## src/rtl/ctrl_pkg.sv

```systemverilog
// Shared definitions for the instruction control sequencer: states, strobe and
// bus bit positions, opcodes and ALU operation codes.
package ctrl_pkg;

  typedef enum logic [2:0] {
    ST_IDLE,
    ST_T0,
    ST_T1,
    ST_T2,
    ST_T3,
    ST_T4,
    ST_T5,
    ST_FAULT
  } ctrl_state_t;

  // enable[] load-strobe positions (R0-R15 occupy [15:0])
  localparam int EN_ZIN   = 18;
  localparam int EN_YIN   = 19;
  localparam int EN_PCIN  = 20;
  localparam int EN_MDRIN = 21;
  localparam int EN_IRIN  = 23;
  localparam int EN_MARIN = 25;
  localparam int EN_INCPC = 27;

  // busSelect[] source positions (R0-R15 occupy [15:0])
  localparam int BS_ZHIGH = 18;
  localparam int BS_ZLOW  = 19;
  localparam int BS_PC    = 20;
  localparam int BS_MDR   = 21;

  localparam logic [4:0] OP_ADD = 5'b00011;
  localparam logic [4:0] OP_SUB = 5'b00100;
  localparam logic [4:0] OP_AND = 5'b00101;
  localparam logic [4:0] OP_OR  = 5'b00110;

  localparam logic [3:0] ALU_NONE = 4'd0;
  localparam logic [3:0] ALU_ADD  = 4'd1;
  localparam logic [3:0] ALU_SUB  = 4'd2;
  localparam logic [3:0] ALU_AND  = 4'd3;
  localparam logic [3:0] ALU_OR   = 4'd4;

endpackage

```

## src/rtl/alu_op_decode.sv

```systemverilog
// Maps an instruction opcode to its ALU operation code and a legality flag.
module alu_op_decode
  import ctrl_pkg::*;
#(
  parameter int OPW = 5
) (
  input  logic [OPW-1:0] opcode,
  output logic           legal,
  output logic [3:0]     alu_code
);

  always_comb begin
    legal    = 1'b1;
    alu_code = ALU_NONE;
    case (opcode)
      OPW'(OP_ADD): alu_code = ALU_ADD;
      OPW'(OP_SUB): alu_code = ALU_SUB;
      OPW'(OP_AND): alu_code = ALU_AND;
      OPW'(OP_OR):  alu_code = ALU_OR;
      default:      legal    = 1'b0;
    endcase
  end

endmodule

```

## src/rtl/control_sequencer.sv

```systemverilog
// Fetch/execute sequencer for register-register ALU instructions; Moore outputs
// decoded from the state register and the current instruction register.
//
// state    | meaning
// ---------+--------------------------------------------------------
// ST_IDLE  | stopped, waiting for run
// ST_T0    | PC -> MAR, PC+1 -> Z
// ST_T1    | Z -> PC, memory data -> MDR; holds until mem_ready
// ST_T2    | MDR -> IR
// ST_T3    | Rb -> Y, or trap to FAULT on an unsupported opcode
// ST_T4    | Rc through ALU -> Z
// ST_T5    | Zlow -> Ra, instruction complete
// ST_FAULT | illegal opcode seen; exits only through clr
module control_sequencer
  import ctrl_pkg::*;
#(
  parameter int OPW = 5
) (
  input  logic        clk,
  input  logic        clr,
  input  logic        run,
  input  logic [31:0] ir,
  input  logic        mem_ready,
  output logic [31:0] enable,
  output logic [31:0] busSelect,
  output logic        MD_Read,
  output logic [3:0]  Control_Signals,
  output logic        instr_done,
  output logic        illegal
);

  ctrl_state_t state;
  logic        op_legal;
  logic [3:0]  op_alu;
  logic [3:0]  ra;
  logic [3:0]  rb;
  logic [3:0]  rc;
  logic        unused_ir_bits;

  assign ra             = ir[26:23];
  assign rb             = ir[22:19];
  assign rc             = ir[18:15];
  assign unused_ir_bits = ^ir[14:0];

  alu_op_decode #(.OPW(OPW)) u_alu_op_decode (
    .opcode   (ir[31 -: OPW]),
    .legal    (op_legal),
    .alu_code (op_alu)
  );

  always_ff @(posedge clk or negedge clr) begin
    if (!clr) begin
      state <= ST_IDLE;
    end else begin
      case (state)
        ST_IDLE:  if (run) state <= ST_T0;
        ST_T0:    state <= ST_T1;
        ST_T1:    if (mem_ready) state <= ST_T2;
        ST_T2:    state <= ST_T3;
        ST_T3:    state <= op_legal ? ST_T4 : ST_FAULT;
        ST_T4:    state <= ST_T5;
        ST_T5:    state <= run ? ST_T0 : ST_IDLE;
        ST_FAULT: state <= ST_FAULT;
        default:  state <= ST_IDLE;
      endcase
    end
  end

  // IDLE is the reset state, so its all-zero decode also covers clr=0.
  always_comb begin
    enable          = '0;
    busSelect       = '0;
    MD_Read         = 1'b0;
    Control_Signals = ALU_NONE;
    instr_done      = 1'b0;
    illegal         = 1'b0;
    case (state)
      ST_T0: begin
        busSelect[BS_PC]  = 1'b1;
        enable[EN_MARIN]  = 1'b1;
        enable[EN_INCPC]  = 1'b1;
        enable[EN_ZIN]    = 1'b1;
      end
      ST_T1: begin
        busSelect[BS_ZLOW] = 1'b1;
        enable[EN_PCIN]    = 1'b1;
        enable[EN_MDRIN]   = 1'b1;
        MD_Read            = 1'b1;
      end
      ST_T2: begin
        busSelect[BS_MDR] = 1'b1;
        enable[EN_IRIN]   = 1'b1;
      end
      ST_T3: begin
        if (op_legal) begin
          busSelect[{1'b0, rb}] = 1'b1;
          enable[EN_YIN]        = 1'b1;
        end
      end
      ST_T4: begin
        busSelect[{1'b0, rc}] = 1'b1;
        enable[EN_ZIN]        = 1'b1;
        Control_Signals       = op_alu;
      end
      ST_T5: begin
        busSelect[BS_ZLOW] = 1'b1;
        enable[{1'b0, ra}] = 1'b1;
        instr_done         = 1'b1;
      end
      ST_FAULT: illegal = 1'b1;
      default: ;
    endcase
  end

endmodule

```

## config.mk

```make
export PLATFORM = sky130hd
export DESIGN_NAME = control_sequencer
export DESIGN_NICKNAME = d
export VERILOG_FILES = /design/src/rtl/ctrl_pkg.sv /design/src/rtl/alu_op_decode.sv /design/src/rtl/control_sequencer.sv
export SDC_FILE = /design/constraint.sdc
export NUM_CORES = 1
export LEC_CHECK = 0
export BUFFER_PORTS_ARGS = -buffer_cell sky130_fd_sc_hd__buf_4
export CAP_MARGIN = 15
export CORE_ASPECT_RATIO = 1.4
export CORE_UTILIZATION = 34
export CTS_CLUSTER_SIZE = 8
export DETAILED_ROUTE_END_ITERATION = 8
export PLACE_DENSITY = 0.84
export RECOVER_POWER = 25
export SLEW_MARGIN = 10
export SYNTH_ARGS = -nofsm -noshare
export SYNTH_HDL_FRONTEND = slang
export SYNTH_SLANG_ARGS = --single-unit
```

## constraint.sdc

```tcl
create_clock -name clk -period 2 [get_ports clk]
set_clock_uncertainty 0.05 [all_clocks]
set_input_delay 0 -clock clk [delete_from_list [all_inputs] [get_ports clk]]
set_output_delay 0 -clock clk [all_outputs]
set_load 0.005 [all_outputs]
```

# Yosys cells after proc, flatten, opt, wreduce, memory -nomap -nowiden
# Cells that the tools add are included.
[totals]
register_bits = 3
word_cells = 57
[classes]
n_lt_le_gt_ge = 6
n_eq_ne = 13
mux = 29
reduce_logical = 8
[op_table]
columns = ["operator", "count"]
rows = [
  ["$mux 16", 2],
  ["$pmux 16 s2", 1],
  ["$pmux 3 s8", 1],
  ["$lt 4x6->1 const B", 3],
  ["$eq 5x3->1 const B", 3],
  ["$mux 1", 13],
  ["$demux 1 s4", 3],
  ["$eq 3x3->1 const B", 4],
  ["$ge 4x1->1 const B", 3],
  ["$pmux 3 s4", 1],
  ["$eq 3x2->1 const B", 2],
  ["$mux 3", 2],
  ["$pmux 1 s2", 3],
  ["$eq 5x2->1 const B", 1],
  ["$mux 2", 2],
  ["$mux 4", 1],
  ["$ne 2x2->1 const B", 2],
  ["$reduce_or 2->1", 2],
  ["$reduce_or 4->1", 1],
  ["$eq 3x1->1 const B", 1],
  ["$logic_and 1x1->1", 3],
  ["$logic_not 3->1", 1],
  ["$reduce_and 2->1", 1],
]

# Logic depth before layout (Yosys ltp)
# Gate-level depths: netlist of run 1.
[depth]
ltp_word = 6
ltp_mapped = 4
depth_no_buf = 3

# Hierarchy
# From an unflattened synthesis of run 1, not the netlist that was laid out.
[hier_totals]
cells_unflattened = 130
hier_area_um2 = 880.8
[modules_own_cells]
columns = ["module", "n_inst", "cells_each", "area_per_inst_um2", "seq_area_each_um2"]
rows = [
  ["control_sequencer", 1, 119, 804.5, 75.1],
  ["alu_op_decode", 1, 11, 76.3, 0.0],
]

# Worst setup path before layout of run 1
# Ideal clock, no wire load.
[synth_timing]
kind = "reg2out"
startpoint = "register state[0]"
endpoint = "output busSelect[13]"
t_arrival_ps = 1530
required_time_ps = 1950
path_slack_ps = 420
stages_incl_launch_ff = 5
path_buffers = 1
cell_sequence = "dfrtp_1 -> or4b_1 -> buf_2 -> or3_1 -> o22ai_1"
[synth_via]
elab_chain_len = 2
word_cells_on_any_way = 3
classes_between = "eq/ne: 2; mux: 1"
[synth_lines]
columns = ["element", "line_no", "text"]
rows = [
  ["start, declared", "control_sequencer.sv:32", "ctrl_state_t state;"],
  ["start signal, assigned", "control_sequencer.sv:60", "ST_T3: state <= op_legal ? ST_T4 : ST_FAULT;"],
  ["start signal, assigned", "control_sequencer.sv:62", "ST_T5: state <= run ? ST_T0 : ST_IDLE;"],
  ["$eq 3x3->1", "control_sequencer.sv:77", "case (state)"],
  ["$pmux 16 s2 (*)", "control_sequencer.sv:77", ""],
  ["end, declared", "control_sequencer.sv:25", "output logic [31:0] busSelect,"],
]
# Mark *: on every way between the ends. The rest lies on a longest branch, timed or not.

# Worst setup path after layout of run 1
[layout_timing]
startpoint = "register state[0]"
endpoint = "output busSelect[5]"
# Same word-level chain as after synthesis.

==> results of run 1 <==
==> cell type report <==
| class | instances | area, sq um | share of cell area |
|---|---|---|---|
| Tap cell | 34 | 42.5 | 0.0309 |
| Sequential cell | 3 | 75.1 | 0.0546 |
| Inverter | 4 | 15.0 | 0.0109 |
| Clock buffer | 4 | 26.3 | 0.0191 |
| Multi-Input combinational cell | 122 | 688 | 0.500 |
| Timing Repair Buffer | 71 | 528 | 0.384 |
==> cell usage in the layout (no fill, tap or decap), types with 3 or more instances in the layout <==
cell type	n
nand3b_1	3
nor2b_1	5
conb_1	23
nor2_1	17
nand3_1	7
o22ai_1	11
clkbuf_1	3
nand2_1	7
buf_4	63
dfrtp_1	3
inv_1	4
or3_1	4
nor3_1	5
nand2b_1	8
clkbuf_4	8
==> worst paths after layout <==
kind	start	endpoint	slack, ns
max in group asynchronous	clr	state[1]	1.71
hold / removal	clr	state[0]	0.04
setup reg to reg	register	state[1]	0.48
setup / recovery	state[0]	busSelect[5]	0.09
hold reg to reg	state[0]	register	0.67
min in group clk	mem_ready	state[0]	0.05
==> through the flow <==
step / power [mW] / instance area [sq um] / worst slack, ns / std cells
2_1_floorplan: 0.539 / 1000 / 0.420 / 164
3_3_place_gp: 0.726 / 1330 / 0.267 / 233
3_5_place_dp: 0.736 / 1330 / 0.260 / 233
4_1_cts: 0.856 / 1370 / 0.00577 / 238
5_1_grt: 0.934 / 1380 / 0.00518 / 238
6_report: 0.851 / 1380 / 0.0925 / 238
==> metal layers <==
| metal | vias up | global-route usage |
|---|---|---|
| li1 | 582 | - |
| met1 | 521 | 0.187 |
| met2 | 65 | 0.336 |
| met3 | 5 | 0.0229 |
| met4 | 0 | 0.0588 |
| met5 | - | 0 |
==> power breakdown <==
group          switching (mW)  leakage (nW)  total [mW]  internal, mW
clock                  0.0339        0.0150       0.109        0.0749
combinational           0.296         0.605       0.599         0.303
sequential             0.0501        0.0360       0.143        0.0931
total                   0.380         0.656       0.851         0.471
==> logic make-up after synthesis <==
kind of cell           count (synthesis)
AO/OA/AOI/OAI                         27
XOR/XNOR                               1
buffers and inverters                 39
flip-flops                             3
other                                  1
AND/OR/NAND/NOR                       71
==> what timing repair did <==
item	CTS	global route
hold buffers	1	0
endpoints found under the hold margin	3	0
gates resized for setup	0	3
setup endpoints to repair	0	7
==> critical path, cell delays in order (launching register included) <==
cell and delay [ns]:
dfrtp_1 0.38, or4b_4 0.59, or3_1 0.36, o22ai_1 0.16, buf_4 0.14
==> impl.org, run 1 <==
** Synth
- Most frequently used cell type in the post-synthesis netlist :: buf_4
- Summed instance area of the synthesized netlist :: 920 sq um
- In this run, synthesis produced a sequential element count of 3.
- Prevailing post-synth register cell :: dfrtp_1
- Number of enable-type register cells in the synthesized netlist :: 0
- Yosys warning count :: 0
- By area the synthesized netlist is led by buf_4 23%, dfrtp_1 8.2%, o22ai_1 7.5%.
- Main combinational cell family by area after synthesis :: simple AND/OR/NAND/NOR gates
- Of the total synthesized cell area, the portion taken by XOR and XNOR cells is 0.00952.
- Syn_area_per_cell :: 6.48 sq um
- Simple-gate share of the synthesized area :: 0.429
- Async set or reset register ratio after synthesis :: 1.00
- After synthesis, the most frequently instantiated cells are 28 x buf_4, 17 x nor2_1, 11 x o22ai_1, 8 x nand2b_1.
- Adder-Cell Fraction of Synth Area :: 0
- Synthesis produced a netlist whose cell count is 142.
- Sequential area share after synthesis :: 0.0816
- Compound-Gate Fraction of Synth Area :: 0.201
- Of the post-synthesis cell area, the dominant cell type holds 0.229.
- The synthesized netlist contains 38 unique library cells.
- The portion of synthesized area spent on multiplexers is 0.
- Area leader, netlist :: buf_4

** Critical path
- Critical path class :: register to output port
- CP max FO :: 8
- The worst setup path is captured at an output port.
- Arrival time of the worst setup path :: 1.86 ns
- Path depth of the worst reg2reg path :: 4
- Startpoint Class :: register
- Worst EP required :: 1.95 ns

** Routing
- DR WL/cell :: 11.0 microns
- The final layout contains routed wiring with a total length of 2610 microns.
- Total met2 wirelength after detailed routing :: 1420 microns
- Post-detailed-route via-to-cell ratio :: 4.93
- In this run the remaining antenna-violating nets after routing total 0.
- Met3 WL post-DR :: 171 microns
- After detailed routing, the number of remaining DRC violations is 0.
- After the first detailed-routing iteration, the DRC count stood at 24.
- Across all layers, the routed design uses 1173 vias.
- Post-Route M1 WL :: 973 microns
- Before antenna repair, the detailed router went through 4 iterations.
- Top routing layer in use :: met4

** Floorplanning
- The die is 46.0 microns wide.
- For this configuration, the core starts out at a cell density of 0.372.
- The die is 63.5 microns tall.
- The floorplan step defined a core boundary enclosing 2470 sq um.
- Overall die area :: 2920 sq um
- Pin placement for this block handled 107 I/O pins.
- The floorplan has 21 rows.

** Timing
- Pins Over Slew Limit :: 0
- Hold Fails Final Rpt :: 0
- Dividing the final minimum period by the clock period gives 0.954.
- Setup repair after global routing left no endpoint under its margin.
- FMAX :: 524 MHz
- Setup-failing EPs final :: 0
- Hold slack :: 0.0388 ns
- Post-layout min period :: 1.91 ns
- Setup Total Neg Slack :: 0 ns

** Power
- Highest ir drop seen on vdd :: 649 uV
- Summed over all cells, the static leakage comes to 0.656 nW.
- Total power density per cell area :: 619 nW/um^2

** CTS
- TritonCTS built the clock tree.
- In this run the number of H-tree levels came out at 1.
- After clock tree synthesis, the clock-pin slew on the worst setup and hold paths is 0.04 ns.
- The number of clock buffers added by TritonCTS is 3.
- Setup bufs post-CTS :: 0
- The root buffer cell chosen for the clock tree is clkbuf_4.
- CTS saw 3 sinks.
- The later pin in the worst-skew pair is clocked with a latency of 0.24 ns.
- The clock passes through at most 2 buffers.

** Final layout
- After the last flow step, the layout net total stands at 241.
- Of the cells placed in the final design, the portion with a size suffix greater than 1 is 0.377.
- At the end of the flow the core is filled with cells to 0.557.
- Count of fill cells added during filler insertion :: 257
- Number of antenna cells inserted :: 0
- From synthesis to final layout, the design area changed by 49.5%.

** Global route
- The initial antenna violation count was 0.
- For this run, the total global-route usage over all layers was measured as 0.178.
- Maximum number of pins on one net before global-route repair :: 15
- The number of global-route vias before repair is 996.
- Global-route wire length before repair :: 4040 microns
- Remaining global-route overflow :: 0

** Placement
- Final GP Congestion :: 0.827
- Final HPWL from detailed placement :: 2140 microns
- I/O Buffers :: 68

** Worst hold path
- The min-delay analysis places its worst path in the category primary input to async pin.

** Flow run
- Max Cap Violations :: 0

** Run status
- Outcome :: completed
Note: power is estimated with default switching activity, not from simulation.
==> run 2: changes to the inputs <==
==> constraint.sdc (replaced) <==
create_clock -name clk -period 2 [get_ports clk]
set_clock_uncertainty 0.05 [all_clocks]
set_input_delay 0 -clock clk [delete_from_list [all_inputs] [get_ports clk]]
set_output_delay 0 -clock clk [all_outputs]
set_load 0.01 [all_outputs]
==> run 2 against run 1 <==
  * Final cell count increased by 0.42%
  * Power grew 5.7%
  * First-iteration DRC count fell by 25%
  * Non-clock buffer count up 1
  * Combinational power increased by 11%
  * Via count is 1.6% higher
  * Cell area decreased by 0.18%
  * Routed wire length rose by 5.9%
  * Sequential power is 12% lower
  * Global-route usage rose by 0.54 points
  * Critical path type unchanged
  * Largest cell class unchanged
  * Largest power group unchanged
==> impl.org, run 2 (synthesis gave the netlist of run 1 again) <==
** Run status
- Outcome :: completed

** Timing
- The post-route setup TNS came to 0 ns (unchanged).
- Worst Max-Slew Pin Slew :: 0.581 ns
- Post-layout min period :: 1.92 ns (+0.0145 ns)
- The number of endpoints with negative hold slack in the final report is 0 (unchanged).
- FMAX :: 520 MHz (-0.75%)
- Unrepaired setup endpoints after global routing :: true
- Part of the cycle the worst path needs :: 0.961 (+0.00724)
- Worst slew slack as a fraction of its limit :: 0.610
- Setup-failing EPs final :: 0 (unchanged)
- The max-slew violation count was 0 (unchanged).

** Power
- The leakage power summed over all cells was 0.643 nW (-1.9%).
- Highest ir drop seen on vdd :: 699 uV (+7.7%)
- Total chip power :: 0.899 mW (+5.7%)
- The power density of the placed cells came to 655 nW/um^2 (+5.9%).

** Routing
- Total wirelength of the detailed-routed design :: 2760 microns (+5.9%)
- The number of DRC markers after the initial detailed-route iteration came to 18 (-25%).
- The post-detailed-route count of antenna-violating nets came to 0 (unchanged).
- DRC :: 0 (unchanged)
- The overall via count from detail_route is 1192 (+1.6%).
- The final routed wire length divided by cell count came to 11.6 microns (+5.5%).
- The number of vias per cell is 4.99 (+1.2%).
- The number of search-and-repair iterations in the first detailed-routing pass is 4 (unchanged).

** Placement
- I/O Buffers :: 68 (unchanged)
- The placer congestion estimate is 0.826 (-0.18%).
- The detailed placement HPWL came to 2270 microns (+5.8%).

** Global route
- Maximum number of pins on one net before global-route repair :: 15 (unchanged)
- Initial antenna violation count :: 0 (unchanged)
- The number of global-route vias before repair came to 958 (-3.8%).
- Total track usage :: 0.184 (+0.00541)
- Remaining global-route overflow :: 0 (unchanged)
- The global-route wire length before repair was 4160 microns (+3.1%).

** Critical path
- STA classifies the critical path endpoint as an output port.
- Reg2reg setup slack :: 0.46 ns (-0.02 ns)
- Critical path's slowest cell :: or4b_4
- The worst setup path is launched from a register.
- The longest individual stage delay on the worst path came to 0.59 ns (about the same).
- Critical path class :: register to output port
- Crit-path cells :: or4b_4 > or3_1 > o22ai_1 > buf_4
- CP max FO :: 8 (unchanged)
- The signal arrival time at the worst endpoint came to 1.87 ns (about the same).
- Worst EP required :: 1.95 ns (about the same)

** Final layout
- Number of antenna cells inserted :: 0 (unchanged)
- Compared with the post-synthesis result, the final layout area differs by 49.3%.
- Leaving out fill and tap cells, the most frequent cell in the layout is buf_4.
- Count of fill cells added during filler insertion :: 264 (+2.7%)
- Layout cells sized above 1 :: 0.361 (-0.0165)
- Final Net Count :: 242 (+0.41%)
- In the layout the commonest cells are 64 x buf_4, 23 x conb_1, 17 x nor2_1.

** Floorplanning
- The die extent in y is 63.5 microns (unchanged).
- The starting utilization of the core area came to 0.372 (unchanged).
- The count of pins on the block boundary came to 107 (unchanged).
- The number of standard-cell rows in the floorplan is 21 (unchanged).
- The core box area was 2470 sq um (unchanged).
- Overall die area :: 2920 sq um (unchanged)
- The die extent in x was 46.0 microns (unchanged).

** CTS
- The clock-pin slew of the registers on the worst-case setup and hold paths came to 0.04 ns (about the same).
- The number of H-tree branching levels is 1 (unchanged).
- Num Clock Sinks :: 3 (unchanged)
- TritonCTS clock tree :: built
- Number of buffers inserted during clock tree synthesis :: 3 (unchanged)
- The deepest clock path buffer count came to 2 (unchanged).
- The clock latency on the worst-skew pair came to 0.23 ns (about the same).
- The tree is rooted in a clkbuf_4.

** Flow run
- The reported max-cap violation count was 0 (unchanged).

** Worst hold path
- The min-delay analysis places its worst path in the category primary input to register.
run 2: through the flow:
| step | worst slack [ns] | cells | area, sq um | util | hold slack (ns) |
|---|---|---|---|---|---|
| 2_1_floorplan | 0.347 | 164 | 1000 | - | -0.346 |
| 3_3_place_gp | 0.258 | 234 | 1340 | 0.543 | -0.261 |
| 3_5_place_dp | 0.252 | 234 | 1340 | 0.543 | -0.260 |
| 4_1_cts | 0.0486 | 239 | 1380 | 0.559 | 0.0307 |
| 5_1_grt | 0.00418 | 239 | 1370 | 0.556 | 0.0663 |
| 6_report | 0.0780 | 239 | 1370 | 0.556 | 0.0477 |
run 2: critical path: cells and delay by family, from the launching register on:
family / cells / cell delay (ns)
and+or+nand+nor: 2 / 0.95
DFF: 1 / 0.38
AOI/OAI and AO/OA: 1 / 0.16
buffers and inverters: 1 / 0.15
run 2: what timing repair did:
item                                    4_1_cts  5_1_grt
pin swaps                                     0        0
endpoints found under the setup margin        2        8
gates resized for setup                       1        3
hold endpoints to repair                      3        0
cloned                                        0        0
buffers inserted                              0        0
hold buffers                                  1        0
run 2: final timing paths:
check | from | endpoint | cells after the start
max | state[0] | busSelect[5] | 4
min reg2reg | state[0] | register | 3
min in group asynchronous | clr | state[0] | 2
max reg2reg | state[1] | state[1] | 4
min | mem_ready | state[0] | 3
max in group asynchronous | clr | async pin | 2
run 2: power by group:
group / switching [mW] / leakage (nW) / internal [mW] / total [mW]
Sequential: 0.0324 / 0.0360 / 0.0934 / 0.126
Clock: 0.0316 / 0.0150 / 0.0748 / 0.106
Combinational: 0.380 / 0.592 / 0.287 / 0.667
run 2: layout make-up:
class	instances	area (sq um)	area share
multi-input combinational	122	697	0.508
inverter	4	15.0	0.0109
timing repair buffer	72	517	0.376
sequential	3	75.1	0.0547
tap	34	42.5	0.0310
clock buffer	4	26.3	0.0191
run 2: metal layers:
layer	GRT usage	share of wire	vias up
met4	0.0551	0.0051	0
met5	0	0	-
met3	0.0372	0.079	2
met2	0.338	0.56	62
li1	-	-	587
met1	0.195	0.36	541
